File: src/rtl/pipe_mem_pkg.sv
// Shared types and default sizing for the shared-memory-port arbiter.
package pipe_mem_pkg;

    localparam int DEF_AW      = 32;
    localparam int DEF_DW      = 32;
    localparam int DEF_TIMEOUT = 255;
    localparam int DEF_CW      = 8;

    typedef enum logic [1:0] {
        IDLE     = 2'd0,
        BUSY_IF  = 2'd1,
        BUSY_MEM = 2'd2,
        RESP     = 2'd3
    } arb_state_e;

    typedef enum logic {
        OWN_IF  = 1'b0,
        OWN_MEM = 1'b1
    } owner_e;

endpackage

File: src/rtl/arb_timeout_cnt.sv
// Cycle counter for a pending memory transaction.
// The hit output flags the last cycle before the transaction is abandoned.
module arb_timeout_cnt
    import pipe_mem_pkg::*;
#(
    parameter int TIMEOUT = DEF_TIMEOUT,
    parameter int CW      = DEF_CW
) (
    input  logic clk,
    input  logic rst,
    input  logic clear,
    input  logic enable,
    output logic hit
);

    logic [CW-1:0] cnt_q;
    logic [CW-1:0] cnt_d;

    always_comb begin
        cnt_d = cnt_q;
        if (clear) begin
            cnt_d = '0;
        end else if (enable) begin
            cnt_d = cnt_q + 1'b1;
        end
    end

    always_ff @(posedge clk) begin
        if (rst) begin
            cnt_q <= '0;
        end else begin
            cnt_q <= cnt_d;
        end
    end

    assign hit = (cnt_q == CW'(TIMEOUT - 1));

endmodule

File: src/rtl/pipe_mem_arb.sv
// Arbiter/sequencer for the CPU's single memory port: data access beats fetch,
// one transaction at a time, with a timeout guard against a dead memory.
module pipe_mem_arb
    import pipe_mem_pkg::*;
#(
    parameter int AW      = DEF_AW,
    parameter int DW      = DEF_DW,
    parameter int TIMEOUT = DEF_TIMEOUT,
    parameter int CW      = DEF_CW
) (
    input  logic          clk,
    input  logic          rst,
    input  logic          IFreq,
    input  logic [AW-1:0] IFaddr,
    output logic [DW-1:0] IFrdata,
    output logic          IFack,
    output logic          IFstall,
    input  logic          MEMreq,
    input  logic          MEMwe,
    input  logic [AW-1:0] MEMaddr,
    input  logic [DW-1:0] MEMwdata,
    output logic [DW-1:0] MEMrdata,
    output logic          MEMack,
    output logic          MEMstall,
    output logic          mem_req,
    output logic          mem_we,
    output logic [AW-1:0] mem_addr,
    output logic [DW-1:0] mem_wdata,
    input  logic [DW-1:0] mem_rdata,
    input  logic          mem_ready,
    output logic          err
);

    arb_state_e    state_q, state_d;
    logic          mem_req_q, mem_req_d;
    logic          mem_we_q, mem_we_d;
    logic [AW-1:0] mem_addr_q, mem_addr_d;
    logic [DW-1:0] mem_wdata_q, mem_wdata_d;
    logic [DW-1:0] if_rdata_q, if_rdata_d;
    logic [DW-1:0] dm_rdata_q, dm_rdata_d;
    logic          if_ack_q, if_ack_d;
    logic          dm_ack_q, dm_ack_d;
    logic          err_q, err_d;

    logic          busy;
    logic          cnt_hit;
    logic          finish;
    logic [DW-1:0] resp_data;
    owner_e        owner;

    assign busy  = (state_q == BUSY_IF) || (state_q == BUSY_MEM);
    assign owner = (state_q == BUSY_MEM) ? OWN_MEM : OWN_IF;

    arb_timeout_cnt #(
        .TIMEOUT (TIMEOUT),
        .CW      (CW)
    ) u_timeout (
        .clk    (clk),
        .rst    (rst),
        .clear  (!busy),
        .enable (busy),
        .hit    (cnt_hit)
    );

    // A ready response wins over a timeout landing in the same cycle.
    always_comb begin
        finish    = 1'b0;
        resp_data = '0;
        if (busy) begin
            if (mem_ready) begin
                finish    = 1'b1;
                resp_data = mem_we_q ? '0 : mem_rdata;
            end else if (cnt_hit) begin
                finish    = 1'b1;
            end
        end
    end

    always_comb begin
        state_d     = state_q;
        mem_req_d   = mem_req_q;
        mem_we_d    = mem_we_q;
        mem_addr_d  = mem_addr_q;
        mem_wdata_d = mem_wdata_q;
        if_rdata_d  = if_rdata_q;
        dm_rdata_d  = dm_rdata_q;
        if_ack_d    = 1'b0;
        dm_ack_d    = 1'b0;
        err_d       = err_q;
        case (state_q)
            IDLE: begin
                if (MEMreq) begin
                    state_d     = BUSY_MEM;
                    mem_req_d   = 1'b1;
                    mem_we_d    = MEMwe;
                    mem_addr_d  = MEMaddr;
                    mem_wdata_d = MEMwdata;
                end else if (IFreq) begin
                    state_d    = BUSY_IF;
                    mem_req_d  = 1'b1;
                    mem_we_d   = 1'b0;
                    mem_addr_d = IFaddr;
                end
            end
            BUSY_IF, BUSY_MEM: begin
                if (finish) begin
                    state_d   = RESP;
                    mem_req_d = 1'b0;
                    if (!mem_ready) begin
                        err_d = 1'b1;
                    end
                    if (owner == OWN_MEM) begin
                        dm_ack_d   = 1'b1;
                        dm_rdata_d = resp_data;
                    end else begin
                        if_ack_d   = 1'b1;
                        if_rdata_d = resp_data;
                    end
                end
            end
            RESP: begin
                state_d = IDLE;
            end
            default: begin
                state_d   = IDLE;
                mem_req_d = 1'b0;
            end
        endcase
    end

    always_ff @(posedge clk) begin
        if (rst) begin
            state_q     <= IDLE;
            mem_req_q   <= 1'b0;
            mem_we_q    <= 1'b0;
            mem_addr_q  <= '0;
            mem_wdata_q <= '0;
            if_rdata_q  <= '0;
            dm_rdata_q  <= '0;
            if_ack_q    <= 1'b0;
            dm_ack_q    <= 1'b0;
            err_q       <= 1'b0;
        end else begin
            state_q     <= state_d;
            mem_req_q   <= mem_req_d;
            mem_we_q    <= mem_we_d;
            mem_addr_q  <= mem_addr_d;
            mem_wdata_q <= mem_wdata_d;
            if_rdata_q  <= if_rdata_d;
            dm_rdata_q  <= dm_rdata_d;
            if_ack_q    <= if_ack_d;
            dm_ack_q    <= dm_ack_d;
            err_q       <= err_d;
        end
    end

    assign mem_req   = mem_req_q;
    assign mem_we    = mem_we_q;
    assign mem_addr  = mem_addr_q;
    assign mem_wdata = mem_wdata_q;
    assign IFrdata   = if_rdata_q;
    assign MEMrdata  = dm_rdata_q;
    assign IFack     = if_ack_q;
    assign MEMack    = dm_ack_q;
    assign err       = err_q;
    assign IFstall   = IFreq & ~if_ack_q;
    assign MEMstall  = MEMreq & ~dm_ack_q;

endmodule

File: config.mk
export PLATFORM = sky130hd
export DESIGN_NAME = pipe_mem_arb
export DESIGN_NICKNAME = d
export VERILOG_FILES = /design/src/rtl/pipe_mem_pkg.sv /design/src/rtl/arb_timeout_cnt.sv /design/src/rtl/pipe_mem_arb.sv
export SDC_FILE = /design/constraint.sdc
export NUM_CORES = 1
export LEC_CHECK = 0
export ABC_CLOCK_PERIOD_IN_PS = 2000
export BUFFER_PORTS_ARGS = -buffer_cell sky130_fd_sc_hd__buf_4
export CORE_MARGIN = 8
export CORE_UTILIZATION = 40
export CTS_CLUSTER_DIAMETER = 200
export DETAILED_ROUTE_END_ITERATION = 16
export GPL_TIMING_DRIVEN = 0
export PLACE_DENSITY = 0.7
export RECOVER_POWER = 50
export SKIP_CTS_REPAIR_TIMING = 1
export SLEW_MARGIN = 10
export SYNTH_ARGS = -nofsm -noshare
export SYNTH_HDL_FRONTEND = slang
export SYNTH_SLANG_ARGS = --single-unit
File: constraint.sdc
create_clock -name clk -period 2 [get_ports clk]
set_input_delay 0.4 -clock clk [delete_from_list [all_inputs] [get_ports clk]]
set_output_delay 0.4 -clock clk [all_outputs]
set_load 0.05 [all_outputs]
==> results.ini, run 1 <==
[outcome]
status=finished, final reports clean

[yosys]
synth_common_cells=143 x dfxtp_1, 70 x nand2_1, 67 x nand2b_1, 67 x nand3_1, 47 x o21ai_0
synth_top_family_by_area=simple AND/OR/NAND/NOR gates
post-synth-top-count-cell=dfxtp_1
syn_area_per_cell_um2=8.81
synth_xor_area_share_pct=0.922
netlist.area_leader.share_pct=50.2
synthAdderAreaFrac_pct=1.10
synth_nets=786
muxShareOfSynthArea_pct=5.62
synth.largest_area_cell=dfxtp_1
ys_seq_elements=143
synth.distinct_cells=35
synthFlopType=dfxtp_1
yosysWarnings=0
synth-edff-count=0
synthSimpleGateAreaFrac_pct=22.8
synthCells=647
syn_area_mm2=0.00570
synth.area.top_cells=dfxtp_1 50%, nand2b_1 7.4%, nand3_1 5.9%
synth_compound_area_share_pct=14.6
synth-seq-area-share_pct=50.2
ys_async_sr_fraction_pct=0

[grt]
met1_usage_pct=22.5
grt_pass1_wl_mm=29.4
grt-ovfl-total=0
grt_util_met3_pct=10.2
top_usage_layer=met2
use_met2_pct=33.8
grt_pass1_vias=5574
antenna_found_initial=0
grt_use_total_pct=20.5
grt_max_degree=17

[route]
wl_per_cell_um=16.9
drtIter0Drc=194
vias_per_cell=4.91
drc=0
dr_total_vias=5538
ant_nets=0
drt_wl_total_mm=19.1
firstDrtPassIters=6

[floorplanning]
start_util_pct=41.1
core.rowCount=43
ios=269
die_y_um=135
core_area_mm2=0.0139
die_area_mm2=0.0183
die_w_um=135

[placement]
port_buffers=267
gp_congestion=0.814
place_inst=1094
place_hpwl_mm=14.9

[setup_path]
r2r_setup_slack_ns=0.19
start_kind=flop
cp-end-kind=flop
worstPathArrival_ns=2.08
slowest_stage=buf_1
regToRegEndpoint=mem_addr[2]
path_cells=inv_1 -> ha_1 -> nor2b_1 -> buf_2 -> buf_1 -> a211oi_1
crit_required_ns=2.27
r2r_cells=6
worstSetupPathType=reg -> reg
critical_path.max_fanout=10
critPathMaxStageDelay_ns=0.40
r2r-start=state_q[0]

[timing]
skew_ns=0.00793
slew_violations=0
setup_viol_count_final=0
finalHoldViolCount=0
period_share_pct=90.4
slew_headroom_pct=52.7
finalSetupTns_ns=0
fin_crit_ns=1.81
worstMarginPinSlew_ns=0.712
hold_ws_ns=0.206
fmax_mhz=553

[finish]
layout.nets=1074
stdcell_count=1128
n_antenna_cell=0
drive_gt1_share_pct=21.3
fillCellCount=1422
utilization_pct=58.3
area_growth_pct=42.1

[worst_hold_path]
hold_depth=3
hp-class=in -> reg
whs_endpoint=MEMrdata[10]
min_from=mem_rdata[10]

[pwr]
ir_drop_mv=0.775
p_leak_nw=3.23
power_mw=11.4
powerDensity_mw_per_mm2=1400

[cts]
htreeDepth=4
cts_tree=done
cts_inserted_buffers=17
ctsLongestPathBuffers=2
path_clk_slew_ns=0.06
insertion_delay_ns=0.42
cts-root-buf=clkbuf_16
clock_sinks=143

[flow_run]
maxCapViolations=0

## cells by family (layout without fill, tap and decap cells)
logic type	count (synthesis)	after routing
simple gates	261	261
flops	143	143
compound gates	141	141
buf+inv	59	360
mux	32	32
xor+xnor	6	6
fa+ha+maj	5	5
## worst max-delay path by stage
stage,slack (ns),cells past startpoint,endpoint,startpoint
2_1_floorplan,0.07,3,MEMstall,MEMreq
3_3_place_gp,-0.009,5,mem_wdata[29],rst
3_5_place_dp,-0.02,5,mem_wdata[29],rst
4_1_cts,-0.03,7,IFrdata[15],state_q[1]
5_1_grt,-0.02,8,MEMrdata[14],state_q[1]
6_report,0.19,6,mem_addr[2],state_q[0]
## layer usage
layer	vias to the layer above	wire length, um
li1	2792	-
met1	2502	7600
met2	223	9180
met3	21	1980
met4	0	314
met5	-	0
## stage by stage
| stage | worst slack (ns) | cell area (um2) |
|---|---|---|
| floorplan | 0.0742 | 5700 |
| CTS | -0.0257 | 8570 |
| global placement | -0.00880 | 7930 |
| global route | -0.0155 | 8100 |
| finish | 0.191 | 8100 |
| detailed placement | -0.0174 | 7930 |
## flip-flops by register name (all words and copies together) (netlist names)
| name | cells |
|---|---|
| IFack | 1 |
| MEMack | 1 |
| mem_addr | 32 |
| state_q | 2 |
| u_timeout.cnt_q | 8 |
| MEMrdata | 32 |
| err | 1 |
| mem_we | 1 |
| IFrdata | 32 |
| mem_wdata | 32 |
| mem_req | 1 |
## critical path, delay by kind of cell (launching register included)
kind | cells | cell delay (ns)
adders and majority gates | 1 | 0.26
buffers and inverters | 3 | 0.76
AOI/OAI and AO/OA | 1 | 0.16
and+or+nand+nor | 1 | 0.19
DFF | 1 | 0.29
## layout make-up
class | count | area [um2] | share of cell area (%)
Buffer | 52 | 248 | 3.06
Tap cell | 180 | 225 | 2.78
Timing Repair Buffer | 270 | 1530 | 18.8
Clock buffer | 23 | 488 | 6.03
Sequential cell | 143 | 2860 | 35.4
Clock inverter | 9 | 155 | 1.92
Inverter | 6 | 22.5 | 0.278
Multi-Input combinational cell | 445 | 2570 | 31.8
## power breakdown
group	total, mW	internal [mW]	switching [mW]	leakage, nW
sequential	3.67	3.38	0.290	1.17
clock	3.39	2.22	1.17	0.313
combinational	4.30	0.989	3.31	1.75
## cell usage in the layout (no fill, tap or decap), types with 20 or more instances in the layout
cell      netlist  routed
dfxtp_1       143     143
buf_4           1     137
nor2_1         44      43
nand3_1        67      67
a211oi_1       34      34
clkbuf_1       29     159
o21ai_1        20      20
nand2_1        70      70
o21ai_0        47      47
nand2b_1       67      67
mux2i_1        32      32
a21oi_1        35      35
(Power assumes the default switching activity.)
==> inputs of run 2 (changes only) <==
--- a/config.mk
+++ b/config.mk
@@ -8,11 +8,11 @@
 export ABC_CLOCK_PERIOD_IN_PS = 2000
 export BUFFER_PORTS_ARGS = -buffer_cell sky130_fd_sc_hd__buf_4
 export CORE_MARGIN = 8
-export CORE_UTILIZATION = 40
+export CORE_UTILIZATION = 45
 export CTS_CLUSTER_DIAMETER = 200
 export DETAILED_ROUTE_END_ITERATION = 16
 export GPL_TIMING_DRIVEN = 0
-export PLACE_DENSITY = 0.7
+export PLACE_DENSITY = 0.78
 export RECOVER_POWER = 50
 export SKIP_CTS_REPAIR_TIMING = 1
 export SLEW_MARGIN = 10
==> results.ini, run 2 (synthesized netlist as in run 1, its figures left out) <==
[finish]
drive_gt1_share_pct=21.0  ; -0.27 points
area_growth_pct=40.1
final_common_cell=clkbuf_1
utilization_pct=63.8  ; +5.5 points
mostFrequentLayoutCells=160 x clkbuf_1, 143 x dfxtp_1, 134 x buf_4, 70 x nand2_1
layout.nets=1072  ; -0.19%
multi_input_area_mm2=0.00257  ; about the same
seq_area_mm2=0.00286  ; unchanged
n_antenna_cell=0  ; unchanged
fillCellCount=1211  ; -15%

[cts]
clock_sinks=143  ; unchanged
ctsLongestPathBuffers=2  ; unchanged
path_clk_slew_ns=0.06  ; about the same
cts-root-buf=clkbuf_16
cts_inserted_buffers=17  ; unchanged
htreeDepth=4  ; unchanged
cts_tree=done
insertion_delay_ns=0.41  ; about the same

[pwr]
power_mw=10.9  ; -4.1%
intPower_mw=6.10  ; -7.4%
p_leak_nw=3.18  ; -1.6%
p_sw_mw=4.79  ; +0.52%
pwr-share-comb_pct=39.6  ; +1.8 points
ir_drop_mv=0.709  ; -8.5%
swShare_pct=44.0  ; +2.0 points
p_seq_share_pct=33.8  ; +1.5 points
powerDensity_mw_per_mm2=1360  ; -2.7%
clkPwrFrac_pct=26.6  ; -3.3 points

[route]
dr_total_vias=5633  ; +1.7%
firstDrtPassIters=5  ; -1
ant_nets=0  ; unchanged
wl_per_cell_um=16.9  ; -0.19%
drt_wl_total_mm=18.9  ; -1.1%
drtIter0Drc=318  ; +64%
vias_per_cell=5.04  ; +2.6%
drc=0  ; unchanged

[setup_path]
worstPathArrival_ns=2.17  ; +0.09 ns
cp-end-kind=flop
worstSetupPathType=reg -> reg
path_cells=inv_1 -> ha_1 -> inv_1 -> nor2_2 -> clkbuf_1 -> nand3_1 -> o21ai_0
critPathMaxStageDelay_ns=0.39  ; about the same
crit_buf_inv=3  ; unchanged
crit_required_ns=2.34  ; +0.07 ns
r2r_setup_slack_ns=0.17  ; -0.03 ns
path_depth=7  ; +1
r2r_cells=7  ; +1
slowest_stage=ha_1
crit_path_frequent_cell=inv_1
critical_path.max_fanout=10  ; unchanged
crit_family=buffers and inverters
start_kind=flop

[placement]
gp_congestion=0.855  ; +5.1%
place_hpwl_mm=14.9  ; -0.45%
port_buffers=267  ; unchanged

[floorplanning]
ios=269  ; unchanged
die_w_um=129  ; -5.0%
die_y_um=129  ; -5.0%
core.rowCount=41  ; -4.7%
core_area_mm2=0.0125  ; -9.8%
start_util_pct=45.5  ; +4.5 points
die_area_mm2=0.0165  ; -9.8%

[timing]
fin_crit_ns=1.83  ; +0.0252 ns
rsz0062_at_grt=false
setup_viol_count_final=0  ; unchanged
slew_violations=0  ; unchanged
period_share_pct=91.7  ; +1.3 points
worstMarginPinSlew_ns=0.780  ; +0.0680 ns
skew_ns=0.00492  ; -0.00301 ns
fmax_mhz=545  ; -1.4%
finalHoldViolCount=0  ; unchanged
slew_headroom_pct=48.2  ; -4.5 points

[grt]
grt-ovfl-total=0  ; unchanged
grt_use_total_pct=22.3  ; +1.8 points
grt_max_degree=17  ; unchanged
grt_pass1_wl_mm=28.6  ; -2.6%
grt_pass1_vias=5575  ; +0.018%
antenna_found_initial=0  ; unchanged

[outcome]
status=finished, final reports clean

[worst_hold_path]
hp-class=in -> reg
hold_depth=3  ; unchanged

[flow_run]
maxCapViolations=0  ; unchanged

[run 2: tightest hold or removal path, cell delays in order]
cell	delay, ns
buf_4	0.08
nand3_1	0.05
o21ai_0	0.06
[run 2: path summary, 6_finish.rpt]
check / from / endpoint
worst max-delay path: state_q[1] / IFrdata[30]
worst min register to register: mem_wdata[22] / mem_wdata[22]
worst min-delay path: mem_rdata[30] / MEMrdata[30]
worst max register to register: state_q[1] / IFrdata[30]
[run 2: power by group through the flow]
stage / logic (mW) / registers, mW / clock network [mW]
final: 4.32 / 3.68 / 2.90
after global routing: 4.61 / 3.74 / 3.07
after CTS: 4.73 / 3.69 / 2.94
after detailed placement: 4.72 / 3.74 / 0
after global placement: 4.70 / 3.72 / 0
after floorplan: 1.42 / 5.45 / 0
[run 2: per-layer routing]
metal  share of wire, %  vias to the layer above  track usage [%]  wire length [um]
met4                1.7                        0             7.53               326
met3                 12                       25             10.4              2210
li1                   -                     2785                -                 -
met1                 38                     2581             23.9              7240
met5                  0                        -                0                 0
met2                 48                      242             38.0              9090
[run 2: area by class of cell]
class                           instances  area share (%)
Buffer                                 52            3.12
Clock buffer                           21            5.64
Clock inverter                         11            1.16
Inverter                                6           0.282
Multi-Input combinational cell        445            32.2
Sequential cell                       143            35.9
Tap cell                              172            2.70
Timing Repair Buffer                  268            19.1
[run 2: stage by stage]
stage / hold slack [ns] / instance area, um2 / setup TNS (ns) / std cells / setup WS (ns)
6_report: 0.212 / 7990 / 0 / 1118 / 0.166
5_1_grt: 0.198 / 7990 / 0 / 1118 / 0.00628
4_1_cts: 0.196 / 8460 / -0.0180 / 1118 / -0.0180
3_5_place_dp: 0.447 / 7920 / 0 / 1086 / 0.0195
3_3_place_gp: 0.443 / 7920 / 0 / 1086 / 0.0263
2_1_floorplan: 0.453 / 5700 / 0 / 647 / 0.0742
